### src/rtl/rw_delay_shim.sv
// rw_delay_shim: backpressure-aware delay shim between a bench-side
// read/write request interface and a DUT-side memory interface.
//
// Each request channel runs through a fixed REQ_DLY-stage pipeline and then
// either bypasses straight to the downstream port or parks in a skid FIFO.
// Credit (rdy) is granted only while pipeline + FIFO occupancy is below
// FIFO_DEPTH, so the FIFO can never overflow. Read data returned downstream
// is delayed by RSP_DLY stages before it is presented upstream.
//
// Ports:
//   CLK, RST                     clock, synchronous active-high reset
//   read_address/en/rdy          upstream read request, credit out
//   read_rsp_valid/data          delayed read response (no backpressure)
//   write_address/data/en/rdy    upstream write request, credit out
//   m_read_address/en/rdy/data   downstream read port
//   m_write_address/data/en/rdy  downstream write port
//   proto_err                    sticky: request seen without credit

// Generic request channel: delay pipeline, skid FIFO and credit logic.
module rw_delay_shim_chan #(
  parameter int PAY_W      = 4,
  parameter int REQ_DLY    = 2,
  parameter int FIFO_DEPTH = 4
) (
  input  logic             CLK,
  input  logic             RST,
  input  logic             en,
  input  logic [PAY_W-1:0] payload,
  output logic             rdy,
  output logic             viol,
  output logic             m_en,
  output logic [PAY_W-1:0] m_payload,
  input  logic             m_rdy
);

  localparam int PTR_W = (FIFO_DEPTH > 1) ? $clog2(FIFO_DEPTH) : 1;
  localparam int CNT_W = $clog2(FIFO_DEPTH + 1);
  localparam int OCC_W = $clog2(REQ_DLY + FIFO_DEPTH + 1);

  // Index 0 is pipeline stage 1; index REQ_DLY-1 is the last stage.
  logic [REQ_DLY-1:0] stage_valid;
  logic [PAY_W-1:0]   stage_pay [REQ_DLY];
  logic [PAY_W-1:0]   fifo_mem  [FIFO_DEPTH];
  logic [PTR_W-1:0]   rd_ptr;
  logic [PTR_W-1:0]   wr_ptr;
  logic [CNT_W-1:0]   fifo_cnt;
  logic [OCC_W-1:0]   occ;
  logic               fifo_nonempty;
  logic               accept;
  logic               push;
  logic               pop;
  logic               issue;

  function automatic logic [PTR_W-1:0] ptr_inc(input logic [PTR_W-1:0] p);
    if (p == PTR_W'(FIFO_DEPTH - 1)) return '0;
    return p + PTR_W'(1);
  endfunction

  // Occupancy counts everything already holding credit, from registered state
  // only, so a pop in this cycle does not return credit until the next one.
  always_comb begin
    occ = OCC_W'(fifo_cnt);
    for (int k = 0; k < REQ_DLY; k++) begin
      occ = occ + OCC_W'(stage_valid[k]);
    end
  end

  assign rdy           = !RST && (occ < OCC_W'(FIFO_DEPTH));
  assign accept        = en && rdy;
  assign viol          = en && !rdy;
  assign fifo_nonempty = (fifo_cnt != '0);

  // Older entries in the FIFO always win; the last stage only bypasses to the
  // downstream port when the FIFO is empty, which keeps strict ordering.
  assign pop   = fifo_nonempty && m_rdy;
  assign issue = fifo_nonempty ? m_rdy : (stage_valid[REQ_DLY-1] && m_rdy);
  assign push  = stage_valid[REQ_DLY-1] && (fifo_nonempty || !m_rdy);

  assign m_en      = issue && !RST;
  assign m_payload = !m_en         ? '0 :
                     fifo_nonempty ? fifo_mem[rd_ptr] : stage_pay[REQ_DLY-1];

  always_ff @(posedge CLK) begin
    if (RST) begin
      stage_valid <= '0;
      rd_ptr      <= '0;
      wr_ptr      <= '0;
      fifo_cnt    <= '0;
    end else begin
      stage_valid[0] <= accept;
      for (int k = 1; k < REQ_DLY; k++) begin
        stage_valid[k] <= stage_valid[k-1];
      end
      if (push) wr_ptr <= ptr_inc(wr_ptr);
      if (pop)  rd_ptr <= ptr_inc(rd_ptr);
      fifo_cnt <= fifo_cnt + CNT_W'(push) - CNT_W'(pop);
    end
  end

  // Payload storage needs no reset: it is only observed under a valid flag.
  always_ff @(posedge CLK) begin
    stage_pay[0] <= payload;
    for (int k = 1; k < REQ_DLY; k++) begin
      stage_pay[k] <= stage_pay[k-1];
    end
    if (push && !RST) fifo_mem[wr_ptr] <= stage_pay[REQ_DLY-1];
  end

endmodule

module rw_delay_shim #(
  parameter int ADDR_W     = 3,
  parameter int DATA_W     = 1,
  parameter int REQ_DLY    = 2,
  parameter int RSP_DLY    = 1,
  parameter int FIFO_DEPTH = 4
) (
  input  logic              CLK,
  input  logic              RST,
  input  logic [ADDR_W-1:0] read_address,
  input  logic              read_en,
  output logic              read_rdy,
  output logic              read_rsp_valid,
  output logic [DATA_W-1:0] read_rsp_data,
  input  logic [ADDR_W-1:0] write_address,
  input  logic [DATA_W-1:0] write_data,
  input  logic              write_en,
  output logic              write_rdy,
  output logic [ADDR_W-1:0] m_read_address,
  output logic              m_read_en,
  input  logic              m_read_rdy,
  input  logic [DATA_W-1:0] m_read_data,
  output logic [ADDR_W-1:0] m_write_address,
  output logic [DATA_W-1:0] m_write_data,
  output logic              m_write_en,
  input  logic              m_write_rdy,
  output logic              proto_err
);

  localparam int WPAY_W = ADDR_W + DATA_W;

  logic              read_viol;
  logic              write_viol;
  logic              proto_err_q;
  logic [WPAY_W-1:0] m_write_pay;
  logic [RSP_DLY-1:0] rsp_valid;
  logic [DATA_W-1:0]  rsp_data [RSP_DLY];

  rw_delay_shim_chan #(
    .PAY_W      (ADDR_W),
    .REQ_DLY    (REQ_DLY),
    .FIFO_DEPTH (FIFO_DEPTH)
  ) u_read_chan (
    .CLK       (CLK),
    .RST       (RST),
    .en        (read_en),
    .payload   (read_address),
    .rdy       (read_rdy),
    .viol      (read_viol),
    .m_en      (m_read_en),
    .m_payload (m_read_address),
    .m_rdy     (m_read_rdy)
  );

  rw_delay_shim_chan #(
    .PAY_W      (WPAY_W),
    .REQ_DLY    (REQ_DLY),
    .FIFO_DEPTH (FIFO_DEPTH)
  ) u_write_chan (
    .CLK       (CLK),
    .RST       (RST),
    .en        (write_en),
    .payload   ({write_address, write_data}),
    .rdy       (write_rdy),
    .viol      (write_viol),
    .m_en      (m_write_en),
    .m_payload (m_write_pay),
    .m_rdy     (m_write_rdy)
  );

  assign m_write_address = m_write_pay[WPAY_W-1:DATA_W];
  assign m_write_data    = m_write_pay[DATA_W-1:0];

  // Violating requests are simply never accepted by the channel; here we only
  // remember that one happened.
  always_ff @(posedge CLK) begin
    if (RST) begin
      proto_err_q <= 1'b0;
    end else if (read_viol || write_viol) begin
      proto_err_q <= 1'b1;
    end
  end

  assign proto_err = proto_err_q && !RST;

  // Response return path: data is captured in the issue cycle, so stage k
  // holds the response issued k cycles ago.
  always_ff @(posedge CLK) begin
    if (RST) begin
      rsp_valid <= '0;
    end else begin
      rsp_valid[0] <= m_read_en;
      for (int k = 1; k < RSP_DLY; k++) begin
        rsp_valid[k] <= rsp_valid[k-1];
      end
    end
  end

  always_ff @(posedge CLK) begin
    rsp_data[0] <= m_read_en ? m_read_data : '0;
    for (int k = 1; k < RSP_DLY; k++) begin
      rsp_data[k] <= rsp_data[k-1];
    end
  end

  assign read_rsp_valid = rsp_valid[RSP_DLY-1] && !RST;
  assign read_rsp_data  = read_rsp_valid ? rsp_data[RSP_DLY-1] : '0;

endmodule
### config.mk
export PLATFORM = sky130hd
export DESIGN_NAME = rw_delay_shim
export DESIGN_NICKNAME = d
export VERILOG_FILES = /design/src/rtl/rw_delay_shim.sv
export SDC_FILE = /design/constraint.sdc
export NUM_CORES = 1
export LEC_CHECK = 0
export ABC_CLOCK_PERIOD_IN_PS = 4000
export CAP_MARGIN = 20
export CORE_MARGIN = 10
export CORE_UTILIZATION = 34
export DETAILED_ROUTE_END_ITERATION = 8
export HOLD_SLACK_MARGIN = 0.08
export SLEW_MARGIN = 20
export SYNTH_ARGS = -nofsm -noshare
export SYNTH_HDL_FRONTEND = slang
export SYNTH_HIERARCHICAL = 1
export SYNTH_SLANG_ARGS = --single-unit
### constraint.sdc
create_clock -name CLK -period 4 [get_ports CLK]
set_clock_uncertainty 0.2 [all_clocks]
set_input_delay 1 -clock CLK [delete_from_list [all_inputs] [get_ports CLK]]
set_output_delay 1 -clock CLK [all_outputs]
set_load 0.005 [all_outputs]
**Yosys cells after proc, flatten, opt, wreduce, memory -nomap -nowiden**

Memory sizes are Yosys's and may differ from the RTL's. A register that Yosys moved wholly into a read port is not among the register bits.
Index checks and enable logic that the tools add are counted.

- Register bits: 20
- Memory bits (writable): 43
- Input bits: 14
- Output and inout bits: 14
- Logic and storage cells: 97
- Memories kept: 5

- Add/sub/neg operators: 12
- Magnitude comparators: 2
- Equality and inequality tests: 4
- Mux-type cells: 36
- Reductions and logical operators: 28

Memory list:

| memory | words | width | rd ports | clocked after memory_dff | write ports | RTL line | text |
|---|---|---|---|---|---|---|---|
| u_write_chan.fifo_mem | 4 | 4 | 1 | 1 | 1 | 43 | `logic [PAY_W-1:0] fifo_mem [FIFO_DEPTH];` |
| u_read_chan.fifo_mem | 4 | 3 | 1 | 1 | 1 | 43 |  |
| u_write_chan.stage_pay | 2 | 4 | 2 | 0 | 2 | 42 | `logic [PAY_W-1:0] stage_pay [REQ_DLY];` |
| u_read_chan.stage_pay | 2 | 3 | 2 | 0 | 2 | 42 |  |
| rsp_data | 1 | 1 | 1 | 0 | 1 | 147 | `logic [DATA_W-1:0] rsp_data [RSP_DLY];` |

Operators with widths:

| kind | number |
|---|---|
| $mux W2 | 12 |
| $mux W1 | 20 |
| $add A3 B1 Y3 | 6 |
| $logic_and A1 B1 Y1 | 18 |
| $add A2 B1 Y2 const B | 4 |
| $eq A2 B2 Y1 const B | 4 |
| $mux W4 | 2 |
| $lt A3 B3 Y1 const B | 2 |
| $mux W3 | 2 |
| $reduce_bool A3 Y1 | 2 |
| $sub A3 B1 Y3 | 2 |
| $logic_not A1 Y1 | 5 |
| $logic_or A1 B1 Y1 | 3 |

**Depth between registers and ports, before layout**

Gate-level depths: netlist (run 1).

- Word-level depth: 7
- Gate-level depth with buffers: 11
- Gate-level depth less buffers: 11

**Modules after synthesis**

Netlist (run 1), hierarchy kept.

Modules (own cells, without submodules):

| module | times used | cells each | area each (µm²) | seq. area each (µm²) |
|---|---|---|---|---|
| rw_delay_shim_chan at u_write_chan | 1 | 106 | 1,397.6 | 860.8 |
| rw_delay_shim_chan at u_read_chan | 1 | 95 | 1,199.9 | 700.7 |
| rw_delay_shim | 1 | 10 | 107.6 | 60.1 |

**Worst setup path after synthesis (run 1)**

No wires, ideal clock.

- Path kind: in2reg
- Start point: in m_write_rdy
- End point: reg u_write_chan.fifo_cnt[2]
- Library setup time: 0.129 ns
- Data arrival time: 2.881 ns
- Data required time: 3.671 ns
- Setup slack: 0.790 ns
- Stages on the path: 11
- Buffers on the path: 0
- Cells stage by stage: or4b_1 and2_4 inv_1 ha_1 inv_1 ha_1 inv_1 fa_1 xnor2_1 xnor2_1 nor2_1

- Longest elaborated chain between the ends: 5
- Elaborated cells on any way between the ends: 6
- Those cells by class: add/sub: 2; reduce/logical: 4

Ends and longest elaborated chain:

| what | RTL line | text |
|---|---|---|
| start, declared | 136 | `input logic m_write_rdy,` |
| $logic_not A1 Y1 | 77 | `assign push = stage_valid[REQ_DLY-1] && (fifo_nonempty \|\| !m_rdy);` |
| $logic_or A1 B1 Y1 | 77 |  |
| $logic_and A1 B1 Y1 | 77 |  |
| $add A3 B1 Y3 | 96 | `fifo_cnt <= fifo_cnt + CNT_W'(push) - CNT_W'(pop);` |
| $sub A3 B1 Y3 * | 96 |  |
| end signal, assigned | 96 |  |
| end, declared | 46 | `logic [CNT_W-1:0] fifo_cnt;` |

Mark *: on every way between the ends. The rest lies on a longest branch, timed or not.
A chain may end at the register's enable or synchronous reset.

**Worst setup path after layout (run 1)**

- Start point: in RST
- End point: out m_write_data

- Longest elaborated chain between the ends: 3

Ends and longest elaborated chain:

| what | RTL line | text |
|---|---|---|
| start, declared | 119 | `input logic RST,` |
| $logic_not A1 Y1 | 79 | `assign m_en = issue && !RST;` |
| $logic_and A1 B1 Y1 | 79 |  |
| $mux W4 | 80 | `assign m_payload = !m_en ? '0 :` |
| end, declared | 134 | `output logic [DATA_W-1:0] m_write_data,` |

Every way passes these cells.

==> results by group, run 1 <==
Floorplan
  • Die area: 0.0119 mm²
  • Row cnt: 32
  • Die Span Y: 109 µm
  • Core Region: 0.00773 mm²
  • Starting density of the core: 35.0%
  • Die W: 109 µm
  • IO Pins: 28

Synth
  • Gate Count Post-Synth: 211
  • Synth area leaders: edfxtp_1 (31%), dfxtp_1 (29%), ha_1 (7.4%)
  • Synthesized area per cell: 12.8 µm²
  • Distinct cells, synth: 32
  • Compound-Gate Fraction of Synth Area: 5.23%
  • #FFs+latches synth: 67
  • Synth Area in XOR/XNOR: 1.30%
  • Mux contribution to synthesized area: 7.12%
  • Synth Area in Adders: 8.88%
  • Largest family of logic cells by synthesized area: simple AND/OR/NAND/NOR gates
  • Synthesis Warnings: 6
  • Sequential area share after synthesis: 59.9%
  • Top-area cell type share of the netlist area: 31.1%
  • Simple-Gate Fraction of Synth Area: 14.7%
  • Syn Nets: 243
  • Dominant cell type by area after synthesis: edfxtp_1
  • Synth Cell Area: 0.00271 mm²

CTS
  • Worst-path clk slew: 0.07 ns
  • Post-CTS setup buffers: 0
  • Root buffer cell: clkbuf_8
  • Clock network latency to the later pin of the worst-skew pair: 0.33 ns
  • CTS sink cnt: 67
  • CTS max path bufs: 2
  • Hold_buf cts: 0
  • CTS tree: done
  • CTS buffer count: 9
  • CTS resizes: 0
  • CTS H-tree depth: 3

Final layout
  • Most common cell after layout, fill and taps aside: dfxtp_1
  • Area grow syn2layout: 23.1%
  • NumNets Final: 277
  • Filler cell count: 700
  • Share of cells above drive strength 1: 13.2%
  • Most frequent cells in the layout: dfxtp_1 (39), edfxtp_1 (28), clkdlybuf4s50_1 (27), ha_1 (16), inv_1 (14)
  • Ant diodes: 0

Global routing
  • Initial antenna violation count: 0
  • First-pass GRT wire length: 8260 µm
  • Grt ovf: 0
  • GR Util All Layers: 8.93%
  • Largest net degree at the start of global routing: 24
  • Vias in the first global route: 1727

Setup path
  • CP Max Fanout: 23
  • CP Data Required Time: 2.80 ns
  • Highest-delay cell along the critical path: clkdlybuf4s50_1
  • CP Capture Type: primary output
  • Worst path max stage delay: 0.51 ns
  • Kind of critical path: input pin to primary output
  • WP buf/inv: 3
  • Critical-path cell list: clkdlybuf4s50_1 > buf_12 > nand2b_1 > a21oi_1 > clkdlybuf4s50_1
  • Most common cell type on the critical path: clkdlybuf4s50_1
  • Critical Path AT: 2.54 ns
  • Crit start category: input pin
  • Crit path max-delay family: buffers and inverters

STA
  • Setup violations, final: 0
  • Max_slew headroom: 54.7%
  • TNS Setup: 0 ns
  • Measured slew at the worst slew-check pin: 0.678 ns
  • Final Cycle Share: 93.5%
  • Peak Freq: 267 MHz
  • Min Tclk post-route: 3.74 ns
  • Final max-slew violation count: 0
  • Unrepaired setup endpoints after global routing: no
  • Hold violation count in the final report: 0

Detailed routing
  • WL/cell: 13.3 µm
  • Post-route ant nets: 0
  • Vias per cell: 4.55
  • DRC: 0
  • Routed vias: 1603
  • Drt total wl: 4700 µm
  • Initial DRC Count: 43
  • Total iterations of the first detailed-routing run: 4

Placed design
  • DP HPWL: 3540 µm
  • Gpl congestion: 0.760
  • I/O Buffers: 27

Power
  • Power Density: 564 mW/mm²
  • NetSw: 529 µW
  • Final Power: 1880 µW
  • Comb power frac: 22.0%
  • Reg power frac: 45.3%
  • Max IR drop VDD: 213 µV
  • Static leakage: 0.00121 µW
  • Sw Share: 28.2%
  • Int Power: 1350 µW
  • Clock power share: 32.7%

Run status
  • Status: finished, final reports clean

Min path
  • Hold Path Class: flip-flop to flip-flop

Job
  • Max_cap viols: 0
==> final timing paths <==
| kind | startpoint | end | slack (ns) | cells after the start |
|---|---|---|---|---|
| setup reg to reg | u_write_chan/fifo_cnt[1] | u_write_chan/fifo_cnt[2] | 1.24 | 11 |
| setup / recovery | RST | m_write_data | 0.26 | 5 |
| hold reg to reg | u_read_chan/stage_pay[0][2] | u_read_chan/stage_pay[0][5] | 0.13 | 0 |
| hold / removal | u_read_chan/stage_pay[0][2] | u_read_chan/stage_pay[0][5] | 0.13 | 0 |
==> registers in the layout, summed over array words and instances (netlist names), 3 cells and up, named ones only <==
| register | flops |
|---|---|
| u_read_chan/fifo_mem | 12 |
| u_write_chan/fifo_mem | 16 |
| u_read_chan/fifo_cnt | 3 |
| u_write_chan/fifo_cnt | 3 |
| u_write_chan/stage_pay | 8 |
| u_read_chan/stage_pay | 6 |
==> power groups by stage <==
| stage | sequential, µW | clock, µW | combinational, µW |
|---|---|---|---|
| floorplan | 847 | 0 | 315 |
| global placement | 866 | 0 | 409 |
| detailed placement | 868 | 0 | 421 |
| CTS | 853 | 636 | 424 |
| global route | 868 | 670 | 482 |
| finish | 851 | 614 | 414 |
==> synthesized netlist by cell type <==
cell type  instances
dfxtp_1           39
edfxtp_1          28
ha_1              16
inv_1             14
a21oi_1           13
nand2_1           11
nand3_1           10
nor2_1            10
nor3_1             9
nor3b_1            8
mux4_2             7
nand2b_1           6
clkbuf_1           5
nor2b_1            4
xnor2_1            4
or3_1              3
and2_1             2
and2b_2            2
fa_1               2
mux2i_1            2
nor4b_1            2
o21a_1             2
o31a_1             2
o31ai_1            2
and2_4             1
buf_2              1
mux2_4             1
nor2b_2            1
o21ai_4            1
o31ai_2            1
or3_2              1
or4b_1             1
==> through the flow <==
step	util (%)	instances	worst slack (ns)	instance area [µm²]	hold slack, ns
3_3_place_gp	40.2	336	0.203	3110	0.111
5_1_grt	43.1	352	0.116	3330	0.132
2_1_floorplan	-	211	0.790	2710	0.110
6_report	43.1	352	0.258	3330	0.129
3_5_place_dp	40.2	336	0.162	3110	0.112
4_1_cts	43.1	352	0.240	3330	0.130
==> per-layer routing <==
| metal | global-route usage (%) | share of wire [%] | vias to the layer above |
|---|---|---|---|
| met2 | 14.9 | 51 | 25 |
| met4 | 2.51 | 0.60 | 0 |
| met1 | 9.61 | 43 | 759 |
| li1 | - | - | 817 |
| met3 | 4.90 | 5.5 | 2 |
| met5 | 0 | 0 | - |
==> layout make-up <==
class                           instances  area, µm²  area share, %
Tap cell                              102        128           3.83
Inverter                               14       52.6           1.58
Clock inverter                          7       98.8           2.97
Timing Repair Buffer                   29        298           8.94
Clock buffer                            9        124           3.72
Sequential cell                        67       1620           48.7
Multi-Input combinational cell        124       1010           30.3
==> logic make-up (layout without fill, tap and decap cells) <==
logic type      Yosys count  after routing
compound gates           21             21
xor+xnor                  4              4
fa+ha+maj                18             18
buf+inv                  20             59
flops                    67             67
mux                      10             10
simple gates             71             71
Power figures use the tool's default switching activity.
==> run 2, diff against run 1 <==
- CORE_UTILIZATION: 34 -> 38
==> run 2 against run 1 <==
Compared with the run above: maximum frequency is 0.38% lower; critical path depth is 1 lower; clock-buffer cell count is 1 higher; register-to-register slack hardly changed; critical path type unchanged; critical endpoint is now m_read_address[2]; largest cell class unchanged.
==> results by group, run 2 (synthesis results as in run 1) <==
Global routing
  • Initial antenna violation count: 0 (unchanged)
  • Largest net degree at the start of global routing: 18 (-25%)
  • First-pass GRT wire length: 8150 µm (-1.3%)
  • Grt ovf: 0 (unchanged)
  • Vias in the first global route: 1697 (-1.7%)
  • GR Util All Layers: 9.41% (+0.48 points)

CTS
  • CTS sink cnt: 67 (unchanged)
  • CTS H-tree depth: 3 (unchanged)
  • Worst-path clk slew: 0.06 ns (about the same)
  • Hold_buf cts: 0 (unchanged)
  • CTS tree: done
  • CTS buffer count: 9 (unchanged)
  • Root buffer cell: clkbuf_8
  • Post-CTS setup buffers: 0 (unchanged)
  • Clock network latency to the later pin of the worst-skew pair: 0.33 ns (about the same)
  • CTS resizes: 0 (unchanged)
  • CTS max path bufs: 2 (unchanged)

STA
  • Setup violations, final: 0 (unchanged)
  • Peak Freq: 266 MHz (-0.38%)
  • Max_slew headroom: 55.6% (+0.88 points)
  • Unrepaired setup endpoints after global routing: no
  • Final Cycle Share: 93.9% (+0.36 points)
  • Measured slew at the worst slew-check pin: 0.665 ns (-0.0132 ns)
  • WHS: 0.128 ns (-0.000657 ns)
  • TNS Setup: 0 ns (unchanged)
  • Final max-slew violation count: 0 (unchanged)
  • Hold violation count in the final report: 0 (unchanged)
  • Min Tclk post-route: 3.76 ns (+0.0143 ns)

Power
  • Sw Share: 26.1% (-2.1 points)
  • Comb power frac: 20.7% (-1.3 points)
  • Max IR drop VDD: 256 µV (+20%)
  • Final Power: 2000 µW (+6.2%)
  • NetSw: 520 µW (-1.7%)
  • Static leakage: 0.00124 µW (+2.1%)
  • Int Power: 1480 µW (+9.3%)
  • Clock power share: 36.6% (+3.9 points)
  • Reg power frac: 42.8% (-2.5 points)
  • Power Density: 593 mW/mm² (+5.0%)

Setup path
  • Critical-path cell list: clkdlybuf4s50_1 > nand2b_1 > a21oi_1 > clkdlybuf4s50_1
  • CP Capture Type: primary output
  • CP Max Fanout: 8 (-65%)
  • Worst path max stage delay: 0.56 ns (+0.05 ns)
  • CP Data Required Time: 2.80 ns (about the same)
  • Kind of critical path: input pin to primary output
  • Crit start category: input pin
  • Flop2flop setup slack: 1.23 ns (about the same)
  • Most common cell type on the critical path: clkdlybuf4s50_1
  • Highest-delay cell along the critical path: clkdlybuf4s50_1
  • Critical Path AT: 2.56 ns (+0.02 ns)

Floorplan
  • IO Pins: 28 (unchanged)
  • Die Span Y: 104 µm (-4.4%)
  • Die W: 104 µm (-4.4%)
  • Starting density of the core: 39.4% (+4.4 points)
  • Core Region: 0.00687 mm² (-11%)
  • Row cnt: 30 (-6.3%)
  • Die area: 0.0109 mm² (-8.6%)

Detailed routing
  • Vias per cell: 4.65 (+2.1%)
  • Post-route ant nets: 0 (unchanged)
  • DRC: 0 (unchanged)
  • WL/cell: 13.7 µm (+3.0%)
  • Total iterations of the first detailed-routing run: 4 (unchanged)
  • Initial DRC Count: 53 (+23%)
  • Drt total wl: 4780 µm (+1.8%)
  • Routed vias: 1618 (+0.94%)

Final layout
  • Largest regs: u_write_chan/fifo_mem: 16 flops, u_read_chan/fifo_mem: 12 flops, u_write_chan/stage_pay: 8 flops
  • Most common cell after layout, fill and taps aside: dfxtp_1
  • Max reg flops: 16 (unchanged)
  • Ant diodes: 0 (unchanged)
  • Largest register by flop count: u_write_chan/fifo_mem
  • NumNets Final: 279 (+0.72%)
  • Non-Filler Instances: 348 (-1.1%)
  • Area grow syn2layout: 24.5%
  • Final core occ: 49.0% (+5.9 points)
  • Share of cells above drive strength 1: 13.5% (+0.29 points)
  • Most frequent cells in the layout: dfxtp_1 (39), edfxtp_1 (28), clkdlybuf4s50_1 (27), ha_1 (16), inv_1 (14)

Placed design
  • Placed Cells: 332 (-1.2%)
  • I/O Buffers: 27 (unchanged)
  • DP HPWL: 3570 µm (+0.78%)
  • Gpl congestion: 0.693 (-8.8%)

Job
  • Max_cap viols: 0 (unchanged)

Min path
  • Hold Path Class: flip-flop to flip-flop

Run status
  • Status: finished, final reports clean
-- run 2: critical path: cells and delay by family --
family	cells	cell delay (ns)
buf+inv	2	1.10
compound gates	1	0.18
simple gates	1	0.27
-- run 2: worst paths after layout --
| kind | depth (start not counted) | endpoint | from |
|---|---|---|---|
| worst max-delay path | 4 | m_read_address[2] | RST |
| worst min-delay path | 0 | u_write_chan/stage_pay[0][6] | u_write_chan/stage_pay[0][2] |
| worst max register to register | 11 | u_write_chan/fifo_cnt[2] | u_write_chan/fifo_cnt[1] |
| worst min register to register | 0 | u_write_chan/stage_pay[0][6] | u_write_chan/stage_pay[0][2] |
-- run 2: final cells by class --
cell class	instances	area, µm²
Sequential cell	67	1620
Tap cell	96	120
Timing Repair Buffer	31	300
Clock buffer	10	128
Fill cell	619	3500
Multi-Input combinational cell	124	1010
Inverter	14	52.6
Clock inverter	6	138
-- run 2: metal layers --
layer	wire length [µm]	vias to the layer above	GRT usage (%)
met3	215	5	4.03
met5	0	-	0
li1	-	820	-
met4	47	0	4.47
met1	1980	765	9.70
met2	2530	28	16.1
-- run 2: per-stage QoR --
step	setup WS, ns	instance area, µm²
after floorplan	0.790	2710
after global placement	0.181	3100
after detailed placement	0.154	3100
after CTS	0.199	3370
after global routing	0.0929	3370
final	0.244	3370
-- run 2: power by group through the flow --
stage / Clock (µW) / Combinational (µW) / Sequential [µW]
floorplan: 0 / 315 / 847
global placement: 0 / 411 / 867
detailed placement: 0 / 417 / 870
CTS: 751 / 422 / 856
global route: 781 / 474 / 868
finish: 729 / 413 / 853
==> run 3, diff against run 2 <==
- CORE_ASPECT_RATIO: not set -> 0.7
==> run 3 against run 2 <==
Compared with the run above: sequential power about the same; worst hold slack better by 0.00056 ns; total power shrank 6.4%; utilization shrank 0.37 points; maximum frequency is 0.72% lower; die area rose by 0.50%; critical path type unchanged; critical endpoint is now m_write_data.
==> results by group, run 3 (synthesis results as in run 1) <==
STA
  • Measured slew at the worst slew-check pin: 0.716 ns (+0.0512 ns)
  • Hold violation count in the final report: 0 (unchanged)
  • Final Cycle Share: 94.6% (+0.69 points)
  • Unrepaired setup endpoints after global routing: no
  • Setup violations, final: 0 (unchanged)
  • Peak Freq: 264 MHz (-0.72%)
  • TNS Setup: 0 ns (unchanged)
  • WHS: 0.129 ns (+0.000563 ns)
  • Min Tclk post-route: 3.78 ns (+0.0274 ns)
  • Final max-slew violation count: 0 (unchanged)
  • Max_slew headroom: 52.1% (-3.4 points)

Detailed routing
  • Vias per cell: 4.66 (+0.21%)
  • Initial DRC Count: 82 (+55%)
  • Total iterations of the first detailed-routing run: 4 (unchanged)
  • Post-route ant nets: 0 (unchanged)
  • Routed vias: 1612 (-0.37%)
  • DRC: 0 (unchanged)
  • WL/cell: 13.7 µm (about the same)
  • Drt total wl: 4750 µm (-0.63%)

Min path
  • Hold Path Class: flip-flop to flip-flop

Power
  • Static leakage: 0.00122 µW (-1.8%)
  • Power Density: 563 mW/mm² (-5.0%)
  • Final Power: 1870 µW (-6.4%)
  • Max IR drop VDD: 225 µV (-12%)

Final layout
  • Largest register by flop count: u_write_chan/fifo_mem
  • Area grow syn2layout: 22.6%
  • Largest regs: u_write_chan/fifo_mem: 16 flops, u_read_chan/fifo_mem: 12 flops, u_write_chan/stage_pay: 8 flops
  • Share of cells above drive strength 1: 13.9% (+0.40 points)
  • Most common cell after layout, fill and taps aside: dfxtp_1
  • Ant diodes: 0 (unchanged)
  • NumNets Final: 279 (unchanged)
  • Most frequent cells in the layout: dfxtp_1 (39), edfxtp_1 (28), clkdlybuf4s50_1 (27), ha_1 (16), inv_1 (14)
  • Max reg flops: 16 (unchanged)

Setup path
  • CP Data Required Time: 2.80 ns (about the same)
  • Highest-delay cell along the critical path: clkdlybuf4s50_1
  • Worst path max stage delay: 0.52 ns (-0.04 ns)
  • CP Max Fanout: 9 (+1)
  • CP Capture Type: primary output
  • Kind of critical path: input pin to primary output
  • Critical Path AT: 2.58 ns (+0.02 ns)
  • Critical-path cell list: clkdlybuf4s50_1 > buf_4 > nand2b_1 > a21oi_1 > clkdlybuf4s50_1
  • Most common cell type on the critical path: clkdlybuf4s50_1
  • Crit start category: input pin

CTS
  • CTS sink cnt: 67 (unchanged)
  • Worst-path clk slew: 0.07 ns (about the same)
  • Root buffer cell: clkbuf_8
  • Post-CTS setup buffers: 0 (unchanged)
  • CTS resizes: 0 (unchanged)
  • Clock network latency to the later pin of the worst-skew pair: 0.34 ns (about the same)
  • CTS max path bufs: 2 (unchanged)
  • CTS tree: done
  • CTS buffer count: 9 (unchanged)
  • CTS H-tree depth: 3 (unchanged)
  • Hold_buf cts: 0 (unchanged)

Floorplan
  • Die W: 121 µm (+16%)
  • Die area: 0.0109 mm² (+0.50%)
  • Starting density of the core: 39.7% (+0.29 points)
  • IO Pins: 28 (unchanged)
  • Row cnt: 25 (-17%)
  • Die Span Y: 90.6 µm (-13%)
  • Core Region: 0.00682 mm² (-0.73%)

Global routing
  • Largest net degree at the start of global routing: 15 (-3)
  • First-pass GRT wire length: 8100 µm (-0.59%)
  • Initial antenna violation count: 0 (unchanged)
  • Grt ovf: 0 (unchanged)
  • GR Util All Layers: 9.37% (-0.038 points)
  • Vias in the first global route: 1630 (-3.9%)

Run status
  • Status: finished, final reports clean

Placed design
  • I/O Buffers: 27 (unchanged)
  • DP HPWL: 3420 µm (-4.2%)
  • Gpl congestion: 0.734 (+6.0%)

Job
  • Max_cap viols: 0 (unchanged)
-- run 3: area by class of cell --
cell class | count | area, µm²
clock buffer | 10 | 149
timing repair buffer | 31 | 300
multi-input combinational | 124 | 1010
sequential | 67 | 1620
fill | 630 | 3500
tap | 94 | 118
inverter | 14 | 52.6
clock inverter | 6 | 68.8
-- run 3: metrics by stage --
| stage | std cells | util, % | instance area, µm² | setup WS, ns |
|---|---|---|---|---|
| floorplan | 211 | - | 2710 | 0.790 |
| global placement | 330 | 45.4 | 3100 | 0.180 |
| detailed placement | 330 | 45.4 | 3100 | 0.148 |
| CTS | 346 | 48.6 | 3320 | 0.208 |
| global route | 346 | 48.6 | 3320 | 0.116 |
| finish | 346 | 48.6 | 3320 | 0.217 |
-- run 3: report_power, final --
group | leakage, µW | internal, µW | switching [µW] | total [µW]
Combinational | 0.000533 | 218 | 196 | 414
Clock | 0.000108 | 330 | 269 | 599
Sequential | 0.000575 | 776 | 78.6 | 855
Total | 0.00122 | 1320 | 544 | 1870
-- run 3: critical path: cells and delay by family --
family	cells	cell delay, ns
AOI/OAI and AO/OA	1	0.15
buffers and inverters	3	1.20
and+or+nand+nor	1	0.23
-- run 3: per-layer routing --
layer / global-route usage (%) / vias to the layer above / share of wire [%]
li1: - / 821 / -
met1: 13.2 / 736 / 53
met2: 11.7 / 47 / 39
met3: 4.87 / 8 / 6.1
met4: 3.31 / 0 / 1.3
met5: 0 / - / 0
-- run 3: worst paths after layout --
check	to	slack [ns]	cells after the start	from
max	m_write_data	0.22	5	RST
min	u_write_chan/stage_pay[0][6]	0.13	0	u_write_chan/stage_pay[0][2]
max reg2reg	u_write_chan/fifo_cnt[2]	1.20	11	u_write_chan/fifo_cnt[1]
min reg2reg	u_write_chan/stage_pay[0][6]	0.13	0	u_write_chan/stage_pay[0][2]
